==> config.mk <==
export PLATFORM = sky130hd
export DESIGN_NAME = avalon_mm_arbiter
export DESIGN_NICKNAME = d
export VERILOG_FILES = /design/src/rtl/avalon_mm_arbiter_pkg.sv /design/src/rtl/avalon_mm_arbiter_owner_fifo.sv /design/src/rtl/avalon_mm_arbiter.sv
export SDC_FILE = /design/constraint.sdc
export NUM_CORES = 1
export LEC_CHECK = 0
export ABC_CLOCK_PERIOD_IN_PS = 1600
export CAP_MARGIN = 20
export CORE_AREA = 2 2 110 112
export CTS_BUF_LIST = sky130_fd_sc_hd__clkbuf_8
export CTS_CLUSTER_SIZE = 40
export DETAILED_ROUTE_END_ITERATION = 8
export DIE_AREA = 0 0 112 114
export PLACE_DENSITY = 0.62
export SYNTH_ARGS = -nofsm -noshare
export SYNTH_HDL_FRONTEND = slang
export SYNTH_SLANG_ARGS = --single-unit
==> constraint.sdc <==
create_clock -name clk -period 1.6 [get_ports clk]
set_input_delay 0.16 -clock clk [delete_from_list [all_inputs] [get_ports clk]]
set_output_delay 0.16 -clock clk [all_outputs]
set_load 0.02 [all_outputs]
==> src/rtl/avalon_mm_arbiter_pkg.sv <==
// rtl/avalon_mm_arbiter_pkg.sv - shared types for the two-host Avalon-MM arbiter
package avalon_mm_arbiter_pkg;

    // Identifies which CPU host owns a command or an outstanding read.
    typedef enum logic {
        HOST_INSTR = 1'b0,
        HOST_DATA  = 1'b1
    } host_id_t;

    localparam int ARB_MAX_PENDING_DEFAULT = 4;

endpackage

==> src/rtl/avalon_mm_arbiter_owner_fifo.sv <==
// rtl/avalon_mm_arbiter_owner_fifo.sv - in-order FIFO of host ids for outstanding reads
//
// Ports:
//   clk, rst       clock, asynchronous active-low reset
//   push, din      enqueue the id of a host whose read was accepted
//   pop, dout      dequeue on read data return; dout is the current head
//   full, empty    occupancy flags
//   count          number of entries held (0..DEPTH)
module avalon_mm_arbiter_owner_fifo
    import avalon_mm_arbiter_pkg::*;
#(
    parameter int DEPTH = ARB_MAX_PENDING_DEFAULT
) (
    input  logic                     clk,
    input  logic                     rst,
    input  logic                     push,
    input  logic                     pop,
    input  host_id_t                 din,
    output host_id_t                 dout,
    output logic                     full,
    output logic                     empty,
    output logic [$clog2(DEPTH):0]   count
);

    localparam int AW = $clog2(DEPTH);

    // Pointers carry one extra wrap bit so full and empty are distinguishable.
    logic [AW:0] wr_ptr;
    logic [AW:0] rd_ptr;
    host_id_t    mem [DEPTH];
    logic        do_push;
    logic        do_pop;

    assign empty = (wr_ptr == rd_ptr);
    assign full  = (wr_ptr[AW] != rd_ptr[AW]) && (wr_ptr[AW-1:0] == rd_ptr[AW-1:0]);
    assign count = wr_ptr - rd_ptr;
    assign dout  = mem[rd_ptr[AW-1:0]];

    // A push into a full FIFO is only legal when the head leaves in the same cycle.
    assign do_push = push && (!full || pop);
    assign do_pop  = pop && !empty;

    always_ff @(posedge clk) begin
        if (do_push) begin
            mem[wr_ptr[AW-1:0]] <= din;
        end
    end

    always_ff @(posedge clk or negedge rst) begin
        if (!rst) begin
            wr_ptr <= '0;
            rd_ptr <= '0;
        end else begin
            if (do_push) begin
                wr_ptr <= wr_ptr + (AW+1)'(1);
            end
            if (do_pop) begin
                rd_ptr <= rd_ptr + (AW+1)'(1);
            end
        end
    end

endmodule

==> src/rtl/avalon_mm_arbiter.sv <==
// rtl/avalon_mm_arbiter.sv - round-robin share of one Avalon-MM agent between CPU instr and data hosts
//
// Ports:
//   clk, rst                 clock, asynchronous active-low reset
//   i_*                      instruction host (read-only) command and response
//   d_*                      data host (read/write) command and response
//   m_*                      shared agent port
//   pending_count            reads accepted on the agent port and not yet returned
//   resp_error               sticky flag: read data arrived with no read outstanding
module avalon_mm_arbiter
    import avalon_mm_arbiter_pkg::*;
#(
    parameter int MAX_PENDING = ARB_MAX_PENDING_DEFAULT,
    parameter int ADDR_W      = 32
) (
    input  logic                          clk,
    input  logic                          rst,
    input  logic [ADDR_W-1:0]             i_address,
    input  logic [3:0]                    i_byteenable,
    input  logic                          i_read,
    output logic                          i_waitrequest,
    output logic [31:0]                   i_agent_to_host,
    output logic                          i_readdatavalid,
    input  logic [ADDR_W-1:0]             d_address,
    input  logic [3:0]                    d_byteenable,
    input  logic                          d_read,
    input  logic                          d_write,
    input  logic [31:0]                   d_host_to_agent,
    output logic                          d_waitrequest,
    output logic [31:0]                   d_agent_to_host,
    output logic                          d_readdatavalid,
    output logic [ADDR_W-1:0]             m_address,
    output logic [3:0]                    m_byteenable,
    output logic                          m_read,
    output logic                          m_write,
    output logic [31:0]                   m_host_to_agent,
    input  logic                          m_waitrequest,
    input  logic [31:0]                   m_agent_to_host,
    input  logic                          m_readdatavalid,
    output logic [$clog2(MAX_PENDING):0]  pending_count,
    output logic                          resp_error
);

    logic     req_i;
    logic     req_d;
    logic     grant_valid;
    host_id_t grant_host;
    logic     lock_q;
    host_id_t lock_host_q;
    host_id_t prio_q;
    logic     cmd_read;
    logic     read_blocked;
    logic     accept;
    logic     fifo_push;
    logic     fifo_pop;
    logic     fifo_full;
    logic     fifo_empty;
    host_id_t fifo_head;

    assign req_i = i_read;
    assign req_d = d_read || d_write;

    // Grant is purely combinational so an idle port forwards a request with no added cycle.
    // Reset forces "no grant" so every command output and stall is in its reset state
    // immediately, even while hosts keep their requests up.
    always_comb begin
        grant_valid = 1'b0;
        grant_host  = HOST_INSTR;
        if (lock_q) begin
            grant_host  = lock_host_q;
            grant_valid = (lock_host_q == HOST_DATA) ? req_d : req_i;
        end else if (req_i && req_d) begin
            grant_valid = 1'b1;
            grant_host  = prio_q;
        end else if (req_i) begin
            grant_valid = 1'b1;
            grant_host  = HOST_INSTR;
        end else if (req_d) begin
            grant_valid = 1'b1;
            grant_host  = HOST_DATA;
        end
        if (!rst) begin
            grant_valid = 1'b0;
        end
    end

    assign fifo_pop = m_readdatavalid && !fifo_empty;

    assign cmd_read     = grant_valid && ((grant_host == HOST_DATA) ? d_read : i_read);
    // Without room to record the owner, a read must not reach the agent; a pop this
    // cycle frees the slot in time.
    assign read_blocked = cmd_read && fifo_full && !fifo_pop;
    assign accept       = grant_valid && !m_waitrequest && !read_blocked;
    assign fifo_push    = accept && cmd_read;

    assign m_read          = cmd_read && !read_blocked;
    assign m_write         = grant_valid && (grant_host == HOST_DATA) && d_write;
    assign m_address       = !grant_valid ? '0 : (grant_host == HOST_DATA) ? d_address : i_address;
    assign m_byteenable    = !grant_valid ? '0 : (grant_host == HOST_DATA) ? d_byteenable : i_byteenable;
    assign m_host_to_agent = (grant_valid && grant_host == HOST_DATA) ? d_host_to_agent : '0;

    assign i_waitrequest = !(accept && grant_host == HOST_INSTR);
    assign d_waitrequest = !(accept && grant_host == HOST_DATA);

    assign i_agent_to_host = m_agent_to_host;
    assign d_agent_to_host = m_agent_to_host;
    assign i_readdatavalid = rst && fifo_pop && (fifo_head == HOST_INSTR);
    assign d_readdatavalid = rst && fifo_pop && (fifo_head == HOST_DATA);

    always_ff @(posedge clk or negedge rst) begin
        if (!rst) begin
            lock_q      <= 1'b0;
            lock_host_q <= HOST_INSTR;
            prio_q      <= HOST_INSTR;
            resp_error  <= 1'b0;
        end else begin
            // Holding the grant on a stalled command keeps m_* stable until the agent takes it.
            lock_q      <= grant_valid && !accept;
            lock_host_q <= grant_host;
            if (accept) begin
                prio_q <= (grant_host == HOST_INSTR) ? HOST_DATA : HOST_INSTR;
            end
            if (m_readdatavalid && fifo_empty) begin
                resp_error <= 1'b1;
            end
        end
    end

    avalon_mm_arbiter_owner_fifo #(
        .DEPTH (MAX_PENDING)
    ) u_owner_fifo (
        .clk   (clk),
        .rst   (rst),
        .push  (fifo_push),
        .pop   (fifo_pop),
        .din   (grant_host),
        .dout  (fifo_head),
        .full  (fifo_full),
        .empty (fifo_empty),
        .count (pending_count)
    );

endmodule

Yosys cells after proc, flatten, opt, wreduce, memory -nomap -nowiden. Memory sizes are Yosys's and may differ from the RTL's. Index checks and enable logic that the tools add are counted.

Bitwise gates (word level): 2. Equality and inequality tests: 3. Muxes and demuxes: 18. Divide/modulo/power cells: 0. Shift-type cells: 0. Magnitude comparators: 0. $mul: 0. Reduce and logical (&&, ||, !) cells: 31. Add/subtract/negate cells: 3.

Operator list (number): two-way mux 32 bit (3); logical AND 1 bit (21); two-way mux 1 bit (13); logical NOT 1 bit (8); two-way mux 4 bit (2); adder 3 x 1 -> 3 bit, second input constant (2); == test 3 bit (1); subtractor 3 bit (1); == test 2 bit (1); logical OR 1 bit (2); inverter 1 bit (2); != test 1 bit (1).

Input bits: 143. Bits in latches: 0. Word-level logic and storage cells: 64. Bits in writable memories: 4. ROM bits: 0. Memories: 1. Bits in registers: 10.

Memories: u_owner_fifo.mem (depth 4, width 1, rd ports 1, clocked after Yosys merged registers in 0, wr ports 1, RTL line avalon_mm_arbiter_owner_fifo.sv:30) `host_id_t mem [DEPTH];`.

Logic depth before layout (Yosys ltp).
Depth after elaboration: 15. Depth in mapped cells: 7. Depth with buffers taken out: 7.

Modules after synthesis. A second synthesis with hierarchy kept.

Cells, all modules: 303. Area, all modules: 2109.5 sq um.

Modules (own cells, without submodules): avalon_mm_arbiter (times used 1, cells an instance 253, area each 1500.2 sq um); avalon_mm_arbiter_owner_fifo (times used 1, cells an instance 50, area each 609.3 sq um).

Worst setup path after synthesis. Ideal clock, no wire load.

Path kind: flip-flop to flip-flop. Start point: register u_owner_fifo.wr_ptr[0]. End point: register u_owner_fifo.wr_ptr[1]. Setup time: 0.125 ns. Data required time: 1.475 ns. Stages on the path, launching flop included: 8. Slack: -0.190 ns. Buffers on the path: 0. Data arrival time: 1.665 ns. Clock period less this slack: 1.790 ns. Cells stage by stage: dfrtp_1 -> inv_1 -> ha_1 -> nand2_1 -> or3_1 -> a21boi_4 -> and2_4 -> mux2_4.

Word-level cells in the longest chain between the ends: 9. Elaborated cells on any way between the ends: 15.

RTL lines: start: declaration (RTL line avalon_mm_arbiter_owner_fifo.sv:28) `logic [AW:0] wr_ptr;`; start signal: assignment (RTL line avalon_mm_arbiter_owner_fifo.sv:55) `wr_ptr <= wr_ptr + (AW+1)'(1);`; == test 3 bit (RTL line avalon_mm_arbiter_owner_fifo.sv:34) `assign empty = (wr_ptr == rd_ptr);`; logical NOT 1 bit (RTL line avalon_mm_arbiter.sv:87) `assign fifo_pop = m_readdatavalid && !fifo_empty;`; logical AND 1 bit (RTL line avalon_mm_arbiter.sv:87); logical NOT 1 bit (RTL line avalon_mm_arbiter.sv:92) `assign read_blocked = cmd_read && fifo_full && !fifo_pop;`; logical AND 1 bit (RTL line avalon_mm_arbiter.sv:92); logical NOT 1 bit (RTL line avalon_mm_arbiter.sv:93) `assign accept = grant_valid && !m_waitrequest && !read_blocked;`; logical AND 1 bit (RTL line avalon_mm_arbiter.sv:93); logical AND 1 bit (RTL line avalon_mm_arbiter.sv:94) `assign fifo_push = accept && cmd_read;`; logical AND 1 bit (RTL line avalon_mm_arbiter_owner_fifo.sv:40) `assign do_push = push && (!full || pop);`.

Parallel ways exist; a longest one is shown, timed or not. A chain may end at the register's enable or synchronous reset.

Final worst setup path.
Start point: register u_owner_fifo.wr_ptr[0]. End point: output port i_waitrequest.

Word-level cells in the longest chain between the ends: 9. Elaborated cells on any way between the ends: 12.

RTL lines: == test 3 bit (RTL line avalon_mm_arbiter_owner_fifo.sv:34); logical NOT 1 bit (RTL line avalon_mm_arbiter.sv:87); logical AND 1 bit (RTL line avalon_mm_arbiter.sv:87); logical NOT 1 bit (RTL line avalon_mm_arbiter.sv:92); logical AND 1 bit (*) (RTL line avalon_mm_arbiter.sv:92); logical NOT 1 bit (*) (RTL line avalon_mm_arbiter.sv:93); logical AND 1 bit (*) (RTL line avalon_mm_arbiter.sv:93); logical AND 1 bit (*) (RTL line avalon_mm_arbiter.sv:102) `assign i_waitrequest = !(accept && grant_host == HOST_INSTR);`; logical NOT 1 bit (*) (RTL line avalon_mm_arbiter.sv:102); end: declaration (RTL line avalon_mm_arbiter.sv:21) `output logic i_waitrequest,`.

Every way passes the cells marked *; elsewhere a longest branch is shown, timed or not.

==> metrics.txt <==
# TYPE chip_impl_metric gauge
chip_impl_metric{name="min_period_over_period",unit="%"} 126
chip_impl_metric{name="report.final.hold_viol_count",unit=""} 0
chip_impl_metric{name="antenna_cells",unit=""} 0
chip_impl_metric{name="ir_drop",unit="mV"} 0.656
chip_impl_metric{name="cells_after_dpl",unit=""} 588
chip_impl_info{name="synth_top_area_cell",value="sky130_fd_sc_hd__buf_4"} 1
chip_impl_metric{name="synth-edff-count",unit=""} 4
chip_impl_metric{name="power_density",unit="nW/µm²"} 1150
chip_impl_metric{name="groute.usage.overall",unit="%"} 13.7
chip_impl_metric{name="std_cell_rows",unit=""} 40
chip_impl_metric{name="synth-seq-cells",unit=""} 14
chip_impl_metric{name="min_cycle_time_layout",unit="ps"} 2020
chip_impl_metric{name="boundaryPins",unit=""} 285
chip_impl_metric{name="synthArstFlopShare",unit="%"} 71.4
chip_impl_metric{name="die_h",unit="µm"} 114
chip_impl_metric{name="post_synth_num_cell_types",unit=""} 35
chip_impl_metric{name="report.final.setup_viol",unit=""} 85
chip_impl_metric{name="p_leak",unit="µW"} 0.00231
chip_impl_metric{name="post-dp-hpwl",unit="mm"} 6.93
chip_impl_info{name="tritoncts_clock_tree",value="yes"} 1
chip_impl_metric{name="required",unit="ps"} 1440
chip_impl_metric{name="dp_worst_setup_slack",unit="ps"} -913
chip_impl_metric{name="yosysTopAreaCellShare",unit="%"} 23.4
chip_impl_info{name="setup.worst_path.start_class",value="flip-flop"} 1
chip_impl_metric{name="drt_pass1_iterations",unit=""} 4
chip_impl_metric{name="globalplace.congestion",unit=""} 0.761
chip_impl_metric{name="clk-insertion-delay-late",unit="ps"} 250
chip_impl_metric{name="final_critical_path_setup_slack",unit="ps"} -416
chip_impl_metric{name="netlist_area",unit="µm²"} 2060
chip_impl_info{name="root_driver",value="sky130_fd_sc_hd__clkbuf_8"} 1
chip_impl_metric{name="globalRoute.totalOverflow",unit=""} 0
chip_impl_metric{name="power_report.internal_total",unit="µW"} 3510
chip_impl_metric{name="combinationalPowerShare",unit="%"} 85.1
chip_impl_info{name="min-delay-path-class",value="input port to asynchronous set/reset pin"} 1
chip_impl_metric{name="io_buffers",unit=""} 188
chip_impl_metric{name="grt_start_max_net_pins",unit=""} 39
chip_impl_metric{name="final_hold_slack",unit="ps"} 289
chip_impl_metric{name="synthesis.instances",unit=""} 295
chip_impl_metric{name="clk_pin_slew_worst_paths",unit="ps"} 60
chip_impl_metric{name="achievable-frequency",unit="GHz"} 0.496
chip_impl_metric{name="syn_nets",unit=""} 446
chip_impl_info{name="violations_in_the_final_reports",value="setup timing"} 1
chip_impl_metric{name="timing.final.max_slew_violations",unit=""} 0
chip_impl_info{name="globalRoute.busiestLayer",value="met2"} 1
chip_impl_metric{name="critPathMaxFanout",unit=""} 2
chip_impl_metric{name="final_core_util",unit="%"} 45.8
chip_impl_metric{name="coreArea",unit="µm²"} 11700
chip_impl_metric{name="die_width",unit="µm"} 112
chip_impl_metric{name="crit_arrival",unit="ps"} 1860
chip_impl_metric{name="first_global_vias",unit=""} 2739
chip_impl_metric{name="cts.sinks",unit=""} 14
chip_impl_metric{name="global_route.usage.met3",unit="%"} 2.71
chip_impl_metric{name="grt_antenna_before_repair",unit=""} 0
chip_impl_info{name="synth_top_cells_by_area",value="sky130_fd_sc_hd__buf_4 (23%), sky130_fd_sc_hd__nand2_1 (15%), sky130_fd_sc_hd__dfrtp_1 (12%), sky130_fd_sc_hd__and2_1 (10%), sky130_fd_sc_hd__a21oi_1 (9.5%)"} 1
chip_impl_metric{name="max_cap_viol_count",unit=""} 0
chip_impl_info{name="ys_dominant_reg_cell",value="sky130_fd_sc_hd__dfrtp_1"} 1
chip_impl_metric{name="postPlaceCellArea",unit="µm²"} 4240
chip_impl_metric{name="ff_latch_area",unit="µm²"} 372
chip_impl_info{name="endpoint_kind",value="primary output"} 1
chip_impl_metric{name="share_seq_of_total_power",unit="%"} 10.0
chip_impl_metric{name="final_net_count",unit=""} 631
chip_impl_metric{name="worst_margin_slew",unit="ps"} 283
chip_impl_metric{name="grtUsageMet2",unit="%"} 26.9
chip_impl_info{name="most-common-layout-cells",value="sky130_fd_sc_hd__clkdlybuf4s50_1 (108), sky130_fd_sc_hd__buf_6 (73), sky130_fd_sc_hd__buf_4 (52)"} 1
chip_impl_metric{name="final_area",unit="µm²"} 5360
chip_impl_info{name="rsz0062_at_grt",value="yes"} 1
chip_impl_metric{name="multi_input_area",unit="µm²"} 1960
chip_impl_metric{name="route.detailed.drc",unit=""} 0
chip_impl_metric{name="yosysSeqAreaShare",unit="%"} 18.0
chip_impl_metric{name="dr.first_iter.drc_count",unit=""} 84
chip_impl_metric{name="routed-via-count",unit=""} 2668
chip_impl_info{name="run_status",value="finished, violations left"} 1
chip_impl_metric{name="clock_buffer_count_from_cts",unit=""} 3
chip_impl_metric{name="globalRouteMet1Util",unit="%"} 15.0
chip_impl_metric{name="fin_cells",unit=""} 626
chip_impl_metric{name="syn_to_final_growth",unit="%"} 161
chip_impl_metric{name="cts-root-to-sink-buffers",unit=""} 2
chip_impl_metric{name="vias_per_cell",unit=""} 4.26
chip_impl_metric{name="fillerInstances",unit=""} 1083
chip_impl_info{name="criticalPathCategory",value="flip-flop to primary output"} 1
chip_impl_metric{name="power.share.clock",unit="%"} 4.9
chip_impl_metric{name="switching_share",unit="%"} 43.0
chip_impl_metric{name="route.final.wire_length",unit="mm"} 10.8
chip_impl_metric{name="final_antenna_net_count",unit=""} 0
chip_impl_metric{name="syn_avg_cell_area",unit="µm²"} 6.97
chip_impl_metric{name="grt_first_pass_wirelength",unit="mm"} 14.0
chip_impl_metric{name="finClkSkew",unit="ps"} 1.40
chip_impl_metric{name="worst_slew_margin_rel",unit="%"} 81.0
chip_impl_metric{name="count_of_synthesis_stage_warnings_from_yosys",unit=""} 0
chip_impl_metric{name="layout-drive-gt1-share",unit="%"} 68.5
chip_impl_metric{name="power.net_switching",unit="µW"} 2650
chip_impl_info{name="final_common_cell",value="sky130_fd_sc_hd__clkdlybuf4s50_1"} 1
chip_impl_metric{name="cts_htree_levels",unit=""} 1
chip_impl_metric{name="routed_wire_length_per_instance",unit="µm"} 17.3
chip_impl_metric{name="die_area",unit="µm²"} 12800
chip_impl_metric{name="start_util",unit="%"} 17.6
chip_impl_metric{name="worst-r2r-cell-count",unit=""} 8
## layout make-up
class                      instances  share of cell area [%]
clock buffer                       3                   0.770
clock inverter                     1                  0.0700
inverter                           6                   0.653
multi-input combinational        197                    36.5
sequential                        14                    6.93
tap                              147                    3.43
timing repair buffer             258                    51.6
## cells in the mapped netlist, drive strengths merged (2+ instances only)
library cell / instances
clkbuf: 3
ha: 7
inv: 6
nand2: 80
a21oi: 39
mux2: 2
edfxtp: 4
buf: 75
xnor2: 4
o21ai: 3
nor2b: 3
xor2: 2
and2: 34
nor2: 5
nor3: 2
or2: 2
dfrtp: 10
and3: 6
## power groups by stage
| stage | Combinational (µW) | Sequential [µW] | Clock (µW) |
|---|---|---|---|
| 3_5_place_dp | 3540 | 586 | 0 |
| 4_1_cts | 4460 | 593 | 304 |
| 2_1_floorplan | 1990 | 620 | 0 |
| 6_report | 5240 | 615 | 303 |
| 3_3_place_gp | 3470 | 579 | 0 |
| 5_1_grt | 5580 | 628 | 329 |
## what timing repair did
| action | in CTS | in global routing |
|---|---|---|
| hold buffers | 0 | 0 |
| pin swaps | 19 | 60 |
| setup endpoints to repair | 87 | 89 |
| setup buffers | 27 | 11 |
| gates resized for setup | 473 | 161 |
| gates cloned | 4 | 9 |
## critical path, stage by stage (launching register included)
cell and delay (ps):
sky130_fd_sc_hd__dfrtp_1 380, sky130_fd_sc_hd__inv_2 70, sky130_fd_sc_hd__ha_4 270, sky130_fd_sc_hd__nand2_2 50
sky130_fd_sc_hd__or3_4 340, sky130_fd_sc_hd__a21oi_4 150, sky130_fd_sc_hd__buf_6 120, sky130_fd_sc_hd__nor3_4 40
sky130_fd_sc_hd__nand2_2 70, sky130_fd_sc_hd__buf_6 120
## sequential cells by signal, indices dropped and copies added, names as in the netlist
register,flops
resp_error,1
u_owner_fifo.wr_ptr,3
u_owner_fifo.rd_ptr,3
lock_q,1
lock_host_q,1
prio_q,1
u_owner_fifo.mem,4
## routing by layer
layer / vias to the layer above / part of all wire, %
li1: 1245 / -
met1: 1244 / 36
met2: 153 / 54
met3: 26 / 8.3
met4: 0 / 1.9
met5: - / 0
## cell families after synthesis
logic type / share of synthesized area (%)
compound gates: 12.5
xor+xnor: 2.56
fa+ha+maj: 5.23
buf+inv: 27.6
flops: 18.0
mux: 2.56
simple gates: 31.5
## metrics by stage
step | total power [µW] | setup TNS [ps]
3_3_place_gp | 4050 | -63840
2_1_floorplan | 2610 | -718
6_report | 6160 | -25540
5_1_grt | 6530 | -30550
3_5_place_dp | 4120 | -68940
4_1_cts | 5360 | -29660
## worst paths after layout
kind                                               startpoint                            endpoint  slack, ps
setup / recovery           u_owner_fifo.wr_ptr[0]$_DFFE_PN0P_                       i_waitrequest       -420
hold / removal                                            rst              resp_error$_DFFE_PN0P_        290
setup reg to reg           u_owner_fifo.wr_ptr[0]$_DFFE_PN0P_  u_owner_fifo.wr_ptr[1]$_DFFE_PN0P_       -350
hold reg to reg                        resp_error$_DFFE_PN0P_              resp_error$_DFFE_PN0P_        450
max in group asynchronous                                 rst                    lock_q$_DFF_PN0_       1140
min in group clk                          m_agent_to_host[14]                 d_agent_to_host[14]        320
(Power assumes the default switching activity.)
